==> src/rtl/jpeg_pkg.sv <==
// Shared types and helpers for the JPEG DCT sequencer and its slot counter.
package jpeg_pkg;

  typedef enum logic [2:0] {
    IDLE,
    PASS1,
    DRAIN1,
    PASS2,
    DRAIN2,
    DONE
  } seq_state_t;

  // One row of N pixels occupies N/2 cycles of the datapath.
  function automatic int slot_len(input int n);
    return n / 2;
  endfunction

endpackage

==> src/rtl/jpeg_slot_cnt.sv <==
// Slot (c), row (r) and block (b) counters for the DCT sequencer, with wrap and last-flags.
module jpeg_slot_cnt #(
  parameter int SLOT = 4,
  parameter int ROWS = 8,
  parameter int CW   = 2,
  parameter int RW   = 3,
  parameter int BW   = 2
) (
  input  logic          clk_i,
  input  logic          rst_i,
  input  logic          clr,
  input  logic          step,
  input  logic          next_blk,
  output logic [CW-1:0] c,
  output logic [RW-1:0] r,
  output logic [BW-1:0] b,
  output logic          c_last,
  output logic          r_last
);

  assign c_last = (c == CW'(SLOT - 1));
  assign r_last = (r == RW'(ROWS - 1));

  always_ff @(posedge clk_i) begin
    if (rst_i || clr) begin
      c <= '0;
      r <= '0;
      b <= '0;
    end else begin
      if (step) begin
        c <= c_last ? '0 : c + CW'(1);
        if (c_last) r <= r_last ? '0 : r + RW'(1);
      end
      if (next_blk) b <= b + BW'(1);
    end
  end

endmodule

==> src/rtl/jpeg_dct_seq.sv <==
// Sequencer for the JPEG 2-D DCT/quantiser datapath: per block a row pass then a column pass.
// Build option JPEG_DCT_SEQ_PERF_EN adds cycles_o, the busy-cycle count of the last completed run.
module jpeg_dct_seq
  import jpeg_pkg::*;
#(
  parameter int N        = 8,
  parameter int ROW_LAT  = 4,
  parameter int BLOCKS   = 4,
  parameter int IN_AW    = 9,
  parameter int OUT_AW   = 9,
  localparam int BW      = ($clog2(BLOCKS) > 0) ? $clog2(BLOCKS) : 1,
  localparam int SW      = $clog2(N / 2),
  localparam int QW      = $clog2(N * N)
) (
  input  logic              clk_i,
  input  logic              rst_i,
  input  logic              start_i,
  input  logic              abort_i,
  input  logic [BW-1:0]     nblk_i,
  output logic              busy_o,
  output logic              done_o,
  output logic              in_rden_o,
  output logic [IN_AW-1:0]  in_addr_o,
  output logic              dct_en_o,
  output logic              dct_mux_o,
  output logic              tr_wr_o,
  output logic              tr_rd_o,
  output logic              out_we_o,
  output logic [OUT_AW-1:0] out_addr_o,
  output logic [SW-1:0]     out_sel_o,
  output logic [QW-1:0]     q_idx_o
`ifdef JPEG_DCT_SEQ_PERF_EN
  ,
  output logic [15:0]       cycles_o
`endif
);

  localparam int SLOT = slot_len(N);
  localparam int CW   = $clog2(SLOT);
  localparam int RW   = $clog2(N);
  localparam int DW   = $clog2(ROW_LAT + 2);

  seq_state_t    state, state_nx;
  logic [CW-1:0] c;
  logic [RW-1:0] r;
  logic [BW-1:0] b, nblk_q;
  logic [DW-1:0] dcnt;
  logic          c_last, r_last, drain_last, accept;
  logic          cnt_clr, cnt_step, cnt_blk;

  jpeg_slot_cnt #(.SLOT(SLOT), .ROWS(N), .CW(CW), .RW(RW), .BW(BW)) u_cnt (
    .clk_i    (clk_i),
    .rst_i    (rst_i),
    .clr      (cnt_clr),
    .step     (cnt_step),
    .next_blk (cnt_blk),
    .c        (c),
    .r        (r),
    .b        (b),
    .c_last   (c_last),
    .r_last   (r_last)
  );

  // start_i is a request, not a held handshake: it is taken only in IDLE with abort_i low;
  // completion is signalled by a single done_o pulse, and abort_i overrides everything.
  assign accept     = (state == IDLE) && start_i && !abort_i;
  assign drain_last = (dcnt == DW'(ROW_LAT));

  always_comb begin
    state_nx = state;
    cnt_clr  = 1'b0;
    cnt_step = 1'b0;
    cnt_blk  = 1'b0;
    case (state)
      IDLE: if (start_i) begin
        state_nx = PASS1;
        cnt_clr  = 1'b1;
      end
      PASS1: begin
        cnt_step = 1'b1;
        if (c_last && r_last) state_nx = DRAIN1;
      end
      DRAIN1: if (drain_last) state_nx = PASS2;
      PASS2: begin
        cnt_step = 1'b1;
        if (c_last && r_last) state_nx = DRAIN2;
      end
      DRAIN2: if (drain_last) begin
        if (b < nblk_q) begin
          state_nx = PASS1;
          cnt_blk  = 1'b1;
        end else begin
          state_nx = DONE;
        end
      end
      DONE:    state_nx = IDLE;
      default: state_nx = IDLE;
    endcase
    if (abort_i) begin
      state_nx = IDLE;
      cnt_clr  = 1'b1;
      cnt_step = 1'b0;
      cnt_blk  = 1'b0;
    end
  end

  always_ff @(posedge clk_i) begin
    if (rst_i) begin
      state  <= IDLE;
      nblk_q <= '0;
      dcnt   <= '0;
    end else begin
      state <= state_nx;
      if (accept) nblk_q <= (32'(nblk_i) > 32'(BLOCKS - 1)) ? BW'(BLOCKS - 1) : nblk_i;
      dcnt <= ((state == DRAIN1 || state == DRAIN2) && !drain_last) ? dcnt + DW'(1) : '0;
    end
  end

  logic dct_en;
  assign dct_en = (state == PASS1 && c == CW'(N / 4)) || (state == PASS2 && c == CW'(1));

  // Each issue travels ROW_LAT cycles carrying its pass, row and block so the late
  // strobes still know which row they belong to after the counters have moved on.
  logic [ROW_LAT-1:0] dv, dp2;
  logic [RW-1:0]      dr [ROW_LAT];
  logic [BW-1:0]      db [ROW_LAT];

  always_ff @(posedge clk_i) begin
    if (rst_i || abort_i) begin
      dv  <= '0;
      dp2 <= '0;
      for (int i = 0; i < ROW_LAT; i++) begin
        dr[i] <= '0;
        db[i] <= '0;
      end
    end else begin
      dv[0]  <= dct_en;
      dp2[0] <= (state == PASS2);
      dr[0]  <= r;
      db[0]  <= b;
      for (int i = 1; i < ROW_LAT; i++) begin
        dv[i]  <= dv[i-1];
        dp2[i] <= dp2[i-1];
        dr[i]  <= dr[i-1];
        db[i]  <= db[i-1];
      end
    end
  end

  logic          tap_v, tap_p2, wr_start, wr_act;
  logic [SW-1:0] wr_p, cur_p;
  logic [RW-1:0] wr_r, cur_r;
  logic [BW-1:0] wr_b, cur_b;

  assign tap_v    = dv[ROW_LAT-1];
  assign tap_p2   = dp2[ROW_LAT-1];
  assign wr_start = tap_v && tap_p2;

  // The first write of a burst is driven straight from the tap; the register covers the rest.
  always_ff @(posedge clk_i) begin
    if (rst_i || abort_i) begin
      wr_act <= 1'b0;
      wr_p   <= '0;
      wr_r   <= '0;
      wr_b   <= '0;
    end else if (wr_start) begin
      wr_act <= 1'b1;
      wr_p   <= SW'(1);
      wr_r   <= dr[ROW_LAT-1];
      wr_b   <= db[ROW_LAT-1];
    end else if (wr_act) begin
      if (wr_p == SW'(SLOT - 1)) wr_act <= 1'b0;
      wr_p <= wr_p + SW'(1);
    end
  end

  assign cur_p = wr_start ? '0 : wr_p;
  assign cur_r = wr_start ? dr[ROW_LAT-1] : wr_r;
  assign cur_b = wr_start ? db[ROW_LAT-1] : wr_b;

  assign busy_o     = (state != IDLE) && (state != DONE);
  assign done_o     = (state == DONE);
  assign in_rden_o  = (state == PASS1) && (c < CW'(N / 4));
  assign in_addr_o  = in_rden_o ? IN_AW'((32'(b) * N + 32'(r)) * (N / 4) + 32'(c)) : '0;
  assign dct_en_o   = dct_en;
  assign dct_mux_o  = (state == PASS2);
  assign tr_wr_o    = tap_v && !tap_p2;
  assign tr_rd_o    = (state == PASS2) && (c == '0);
  assign out_we_o   = wr_start || wr_act;
  assign out_addr_o = out_we_o ? OUT_AW'((32'(cur_b) * N + 32'(cur_r)) * (N / 2) + 32'(cur_p)) : '0;
  assign out_sel_o  = out_we_o ? cur_p : '0;
  assign q_idx_o    = out_we_o ? QW'(32'(cur_r) * N + 2 * 32'(cur_p)) : '0;

`ifdef JPEG_DCT_SEQ_PERF_EN
  logic [15:0] run_cnt;

  always_ff @(posedge clk_i) begin
    if (rst_i) begin
      run_cnt  <= '0;
      cycles_o <= '0;
    end else begin
      if (accept) run_cnt <= '0;
      else if (busy_o && run_cnt != 16'hFFFF) run_cnt <= run_cnt + 16'd1;
      if (done_o) cycles_o <= run_cnt;
    end
  end
`endif

endmodule

==> config.mk <==
export PLATFORM = sky130hd
export DESIGN_NAME = jpeg_dct_seq
export DESIGN_NICKNAME = d
export VERILOG_FILES = /design/src/rtl/jpeg_pkg.sv /design/src/rtl/jpeg_slot_cnt.sv /design/src/rtl/jpeg_dct_seq.sv
export SDC_FILE = /design/constraint.sdc
export NUM_CORES = 1
export LEC_CHECK = 0
export ABC_AREA = 1
export CORE_UTILIZATION = 28
export DETAILED_ROUTE_END_ITERATION = 16
export RECOVER_POWER = 100
export REMOVE_ABC_BUFFERS = 1
export SLEW_MARGIN = 20
export SYNTH_ARGS = -nofsm -noshare
export SYNTH_HDL_FRONTEND = slang
export SYNTH_SLANG_ARGS = --single-unit
==> constraint.sdc <==
create_clock -name clk_i -period 1.3 [get_ports clk_i]
set_input_delay 0.26 -clock clk_i [delete_from_list [all_inputs] [get_ports clk_i]]
set_output_delay 0.26 -clock clk_i [all_outputs]
set_load 0.02 [all_outputs]
==> results.md, run 1 <==
- Status: complete, but fails checks
- Failing checks: negative setup slack
- Syn avg cell area: 7.53 µm²
- First drt pass iteration count: 4
- Max VDD drop: 598 µV
- Area contributors post-synth: dfxtp_1 46%, nor2_1 12%, inv_1 8.8%
- Max Cap Viol: 0
- Final non-filler cell area: 3800 µm²
- Final setup violation count: 45
- Worst r2r src: state[1]
- Commonest cells post-synth: 73 x nor2_1, 52 x inv_1, 51 x dfxtp_1
- N_diodes: 0
- Total power draw: 3.00 mW
- Netlist cell types: 25
- Vias in the first global route: 2026
- Beginning of the critical path: u_cnt.c[1]
- First-pass GRT wire length: 8.44 mm
- Cells after Synth: 296
- Worst path slowest cell: dfxtp_2
- Yosys top cell by area: dfxtp_1
- Post-route DRC violation count: 0
- CTS tree: yes
- Min-Delay Path Class: reg -> reg
- Yosys top cell area share: 0.458
- Crit. End Element: primary output
- Final design utilization: 0.491
- Crit Path Category: reg -> out
- Pwr per Cell Area: 790 nW/µm²
- Hold Fails Final Rpt: 0
- Post-Route Skew: 0.0133 ns
- CTS Root Cell: clkbuf_8
- Number of port buffers: 34
- Post-place instance area: 2930 µm²
- Pin count of the biggest net entering global routing: 19
- Die H: 91.2 µm
- Yosys warns: 0
- Crit Path Max Fanout: 3
- Most used cell, CP: ha_4
- Detail Route Antenna Nets: 0
- Fin cells: 504
- GRT overflow: 0
- Total global-route track usage: 0.128
- Total Negative Setup Slacks: -10.17 ns
- Crit path DAT: 1.45 ns
- Top-count cell post-synth: nor2_1
- GP Congestion: 0.833
- Hold-fix buffers, CTS: 0
- Clock Pin Slew Worst Setup and Hold Paths: 0.11 ns
- Mapped cell area: 2230 µm²
- # nets final: 420
- Setup WS post-layout: -0.411 ns
- Cell count after placement: 461
- Post-DR vias/cell: 4.25
- Clk buf depth: 2
- Area delta synth->final: 70.3%
- Pre-CTS setup slack: -0.583 ns
- Initial antenna violation count: 0
- LEAKAGE: 1.64 nW
- Routed len/inst: 11.1 µm
- Max H-tree Level: 2
- Synthesized flop and latch total: 51
- Min Hold Slack: 0.409 ns
- # fillers: 736
- Post-synth EDFFs: 0
- Final min period: 1.71 ns
- CP startpoint kind: register
- Initial DRC count: 17
- Share of cells above drive strength 1: 0.505
- Critical path, cell by cell: ha_4, ha_4, nand3_2, o21ai_1, a21oi_1, buf_4
- Final Slew Violations: 0
- Row cnt: 32
- Initial core utilization: 0.289
- Crit share post-route: 1.32
- Clock sink total: 51
- Unrepaired setup endpoints after global routing: yes
- Die X: 91.2 µm
- Synth Flop Type: dfxtp_1
- Estimated wirelength of the detail-placed design: 3.26 mm
- CTS buffer count: 5
- Register area share after synthesis: 0.458
- Hold_sp: db[2][1]
- Skew-Pair Late Insertion Delay: 0.32 ns
- Max frequency: 584 MHz
- Worst EP required: 1.04 ns
- Vias post-DR: 2140
- Core Area: 7730 µm²
- Share of flip-flops with an asynchronous set or reset: 0
- Largest stage delay on the critical path: 0.35 ns
- IO Count: 40
- Total wire length: 5.59 mm
- Die ar.: 8320 µm²
[placed cells by master, fill, tap and decap left out, types with 8 or more instances in the layout]
master,instances
buf_4,54
buf_6,40
dfxtp_1,42
dfxtp_2,8
ha_1,9
inv_1,47
nand2_1,14
nand2_2,10
nand2_4,11
nor2_1,58
nor2_4,12
[state kept, by name (all words and copies together), names as in the netlist, 3 cells and up]
| signal | count |
|---|---|
| dv | 4 |
| wr_r | 3 |
| dr | 12 |
| state | 3 |
| dp2 | 4 |
| db | 8 |
| dcnt | 3 |
| u_cnt.r | 3 |
[logic make-up after synthesis]
kind of cell / synth area share
and+or+nand+nor: 0.241
buffers and inverters: 0.146
DFF: 0.458
AOI/OAI and AO/OA: 0.0499
adders and majority gates: 0.0730
muxes: 0.0224
xor gates and xnor gates: 0.00786
other: 0.00168
[repair_timing]
item | in CTS | in global routing
endpoints found under the setup margin | 40 | 46
gates cloned | 0 | 0
resized for setup | 220 | 95
pin swaps | 13 | 37
setup buffers | 29 | 13
[metal layers]
layer / wire [µm] / GRT usage / vias to the layer above
met4: 138 / 0.0476 / 0
met1: 2190 / 0.136 / 980
met5: 0 / 0 / -
met2: 2990 / 0.237 / 55
li1: - / - / 1086
met3: 269 / 0.0394 / 19
[worst max-delay path, delay by kind of cell, from the launching register on]
kind	cells	cell delay (ns)
AO/OA/AOI/OAI	2	0.21
adder cells (fa/ha/maj)	2	0.33
buffers and inverters	1	0.17
flip-flops	1	0.35
AND/OR/NAND/NOR	1	0.07
[layout make-up]
class / count / area, µm² / share of cell area
repair buffers: 110 / 971 / 0.256
clock buffers: 5 / 68.8 / 0.0181
flip-flops and latches: 51 / 1030 / 0.272
inverters: 57 / 239 / 0.0629
well taps: 102 / 128 / 0.0336
multi-input cells: 176 / 1330 / 0.350
clock inverters: 3 / 28.8 / 0.00758
[final timing paths]
kind / slack, ns / cells past startpoint / to
max: -0.41 / 6 / in_addr_o[5]
min: 0.41 / 2 / db[3][1]
max reg2reg: -0.27 / 11 / state[1]
min reg2reg: 0.41 / 2 / db[3][1]
[power breakdown]
part	internal [mW]	switching (mW)	total (mW)
clock	0.400	0.583	0.983
sequential	1.57	0.00871	1.58
combinational	0.199	0.237	0.436
No activity file was read; power rests on OpenSTA's default activity.
==> run 2: changes to the inputs <==
--- a/config.mk
+++ b/config.mk
@@ -6,6 +6,7 @@
 export NUM_CORES = 1
 export LEC_CHECK = 0
 export ABC_AREA = 1
+export CAP_MARGIN = 0
 export CORE_UTILIZATION = 28
 export DETAILED_ROUTE_END_ITERATION = 16
 export RECOVER_POWER = 100
==> results of run 2 <==
Final layout, timing and power as in run 1 (identical DEF).
==> run 3: changes to the inputs <==
--- a/config.mk
+++ b/config.mk
@@ -7,6 +7,7 @@
 export LEC_CHECK = 0
 export ABC_AREA = 1
 export CAP_MARGIN = 0
+export CORE_ASPECT_RATIO = 0.75
 export CORE_UTILIZATION = 28
 export DETAILED_ROUTE_END_ITERATION = 16
 export RECOVER_POWER = 100
==> results.md, run 3 (synthesis results as in run 1) <==
- Worst EP required: 1.04 ns (about the same)
- Post-DR vias/cell: 4.08 (-3.8%)
- N_diodes: 0 (unchanged)
- Max VDD drop: 512 µV (-14%)
- Initial antenna violation count: 0 (unchanged)
- Total wire length: 5.66 mm (+1.3%)
- Pre-CTS setup slack: -0.585 ns (-0.00181 ns)
- Max Cap Viol: 0 (unchanged)
- Min Hold Slack: 0.411 ns (+0.00161 ns)
- Sequential share of power: 0.538 (+0.011)
- Top reg by flops: dr
- CTS buffer count: 5 (unchanged)
- Unrepaired setup endpoints after global routing: yes
- Total power draw: 2.94 mW (-2.1%)
- Detail Route Antenna Nets: 0 (unchanged)
- Switching pwr: 0.793 mW (-4.4%)
- Share of cells above drive strength 1: 0.529 (+0.0236)
- GP Congestion: 0.816 (-2.0%)
- CTS Root Cell: clkbuf_8
- Setup WS post-layout: -0.389 ns (+0.0216 ns)
- Critical path's top delay family: flip-flops
- Estimated wirelength of the detail-placed design: 3.28 mm (+0.63%)
- Total Negative Setup Slacks: -9.18 ns (+0.994 ns)
- Largest register FFs: 12 (unchanged)
- Critical path, cell by cell: ha_4, ha_4, buf_4, o21ai_2, a21oi_1, buf_4
- Post-route DRC violation count: 0 (unchanged)
- Biggest regs: dr: 12 flops, db: 8 flops
- Post-Route Skew: 0.00552 ns (-0.00781 ns)
- Die H: 79.3 µm (-13%)
- CTS tree: yes
- Clk buf depth: 2 (unchanged)
- Pwr per Cell Area: 758 nW/µm² (-4.0%)
- Sw frac: 0.270 (-0.00641)
- Min-Delay Path Class: reg -> reg
- Largest stage delay on the critical path: 0.35 ns (about the same)
- IO Count: 40 (unchanged)
- Vias in the first global route: 1977 (-2.4%)
- Failing checks: negative setup slack
- First drt pass iteration count: 4 (unchanged)
- Max frequency: 592 MHz (+1.3%)
- Status: complete, but fails checks
- Final setup violation count: 60 (+33%)
- Final min period: 1.69 ns (-0.0216 ns)
- Int Power: 2.14 mW (-1.2%)
- Area delta synth->final: 73.6%
- Initial DRC count: 91 (+74)
- Worst path slowest cell: dfxtp_2
- Commonest non-fill, non-tap cell in the layout: buf_4
- Total global-route track usage: 0.128 (-0.000670)
- Core Area: 7530 µm² (-2.5%)
- Vias post-DR: 2058 (-3.8%)
- CP startpoint kind: register
- Max H-tree Level: 2 (unchanged)
- Buf+Inv Stages, Crit Path: 2 (+1)
- Hold Fails Final Rpt: 0 (unchanged)
- Crit Path Max Fanout: 2 (-1)
- Clock sink total: 51 (unchanged)
- Crit. End Element: primary output
- Number of port buffers: 34 (unchanged)
- Skew-Pair Late Insertion Delay: 0.30 ns (-0.02 ns)
- Die ar.: 8330 µm² (about the same)
- Routed len/inst: 11.2 µm (+1.3%)
- Clock share of power: 0.327 (about the same)
- Clock Pin Slew Worst Setup and Hold Paths: 0.10 ns (about the same)
- Pin count of the biggest net entering global routing: 19 (unchanged)
- GRT overflow: 0 (unchanged)
- First-pass GRT wire length: 8.47 mm (+0.41%)
- Most frequent cells in the layout: 57 x buf_4, 53 x nor2_1, 43 x buf_6
- Die X: 105 µm (+15%)
- LEAKAGE: 1.59 nW (-3.2%)
- Crit path DAT: 1.43 ns (-0.02 ns)
- Comb pwr share: 0.135 (-0.010)
- Initial core utilization: 0.296 (+0.00743)
- Row cnt: 27 (-16%)
- # nets final: 421 (+0.24%)
- Final Slew Violations: 0 (unchanged)
- Crit Path Category: reg -> out
- Crit share post-route: 1.30 (-0.0166)
run 3: cell count changes in the layout (fill, tap and decap cells not counted), moves of 4 or more:
cell / before / now
buf_2: 5 / 1
ha_1: 9 / 5
inv_1: 47 / 42
inv_4: 1 / 5
nand2_1: 14 / 18
nand2_4: 11 / 7
nor2_1: 58 / 53
run 3: layer usage:
layer,global-route usage,vias up,wire (µm)
li1,-,1081,-
met1,0.148,915,2480
met2,0.240,56,2920
met3,0.0296,6,216
met4,0.0268,0,43
met5,0,-,0
run 3: layout make-up:
type                       count  area (µm²)
fill                         703        3660
multi-input combinational    176        1360
sequential                    51        1040
timing repair buffer         111        1010
inverter                      57         243
tap                          101         126
clock buffer                   5        68.8
clock inverter                 3        26.3
run 3: power groups by stage:
stage / clock (mW) / sequential (mW) / combinational [mW]
2_1_floorplan: 0 / 1.62 / 0.134
3_3_place_gp: 0 / 1.61 / 0.261
3_5_place_dp: 0 / 1.62 / 0.264
4_1_cts: 0.985 / 1.58 / 0.323
5_1_grt: 1.06 / 1.58 / 0.424
6_report: 0.960 / 1.58 / 0.397
run 3: worst register-to-register path, cell delays in order (launching register included):
cell and delay (ns):
dfxtp_2 0.35, buf_6 0.13, inv_8 0.06, nand3_4 0.10
buf_6 0.15, buf_6 0.12, nand2_8 0.08, nand2_4 0.07
nand4_1 0.08, nand2_1 0.06, nor2_1 0.11
run 3: timing repair:
item	4_1_cts	5_1_grt
setup buffers	32	17
gates resized for setup	217	118
hold buffers	0	0
pin swaps	18	41
setup endpoints to repair	42	49
run 3: worst paths after layout:
kind | startpoint | to | slack (ns) | cells past startpoint
setup / recovery | u_cnt.r[0] | in_addr_o[3] | -0.39 | 6
hold / removal | dp2[2] | dp2[3] | 0.41 | 2
hold reg to reg | dp2[2] | dp2[3] | 0.41 | 2
setup reg to reg | state[2] | state[1] | -0.08 | 10
run 3: per-stage QoR:
stage,utilization,instances,area (µm²)
final,0.514,504,3870
after global routing,0.514,504,3870
after CTS,0.453,497,3410
after detailed placement,0.388,459,2920
after global placement,0.388,459,2920
after floorplan,-,284,2130
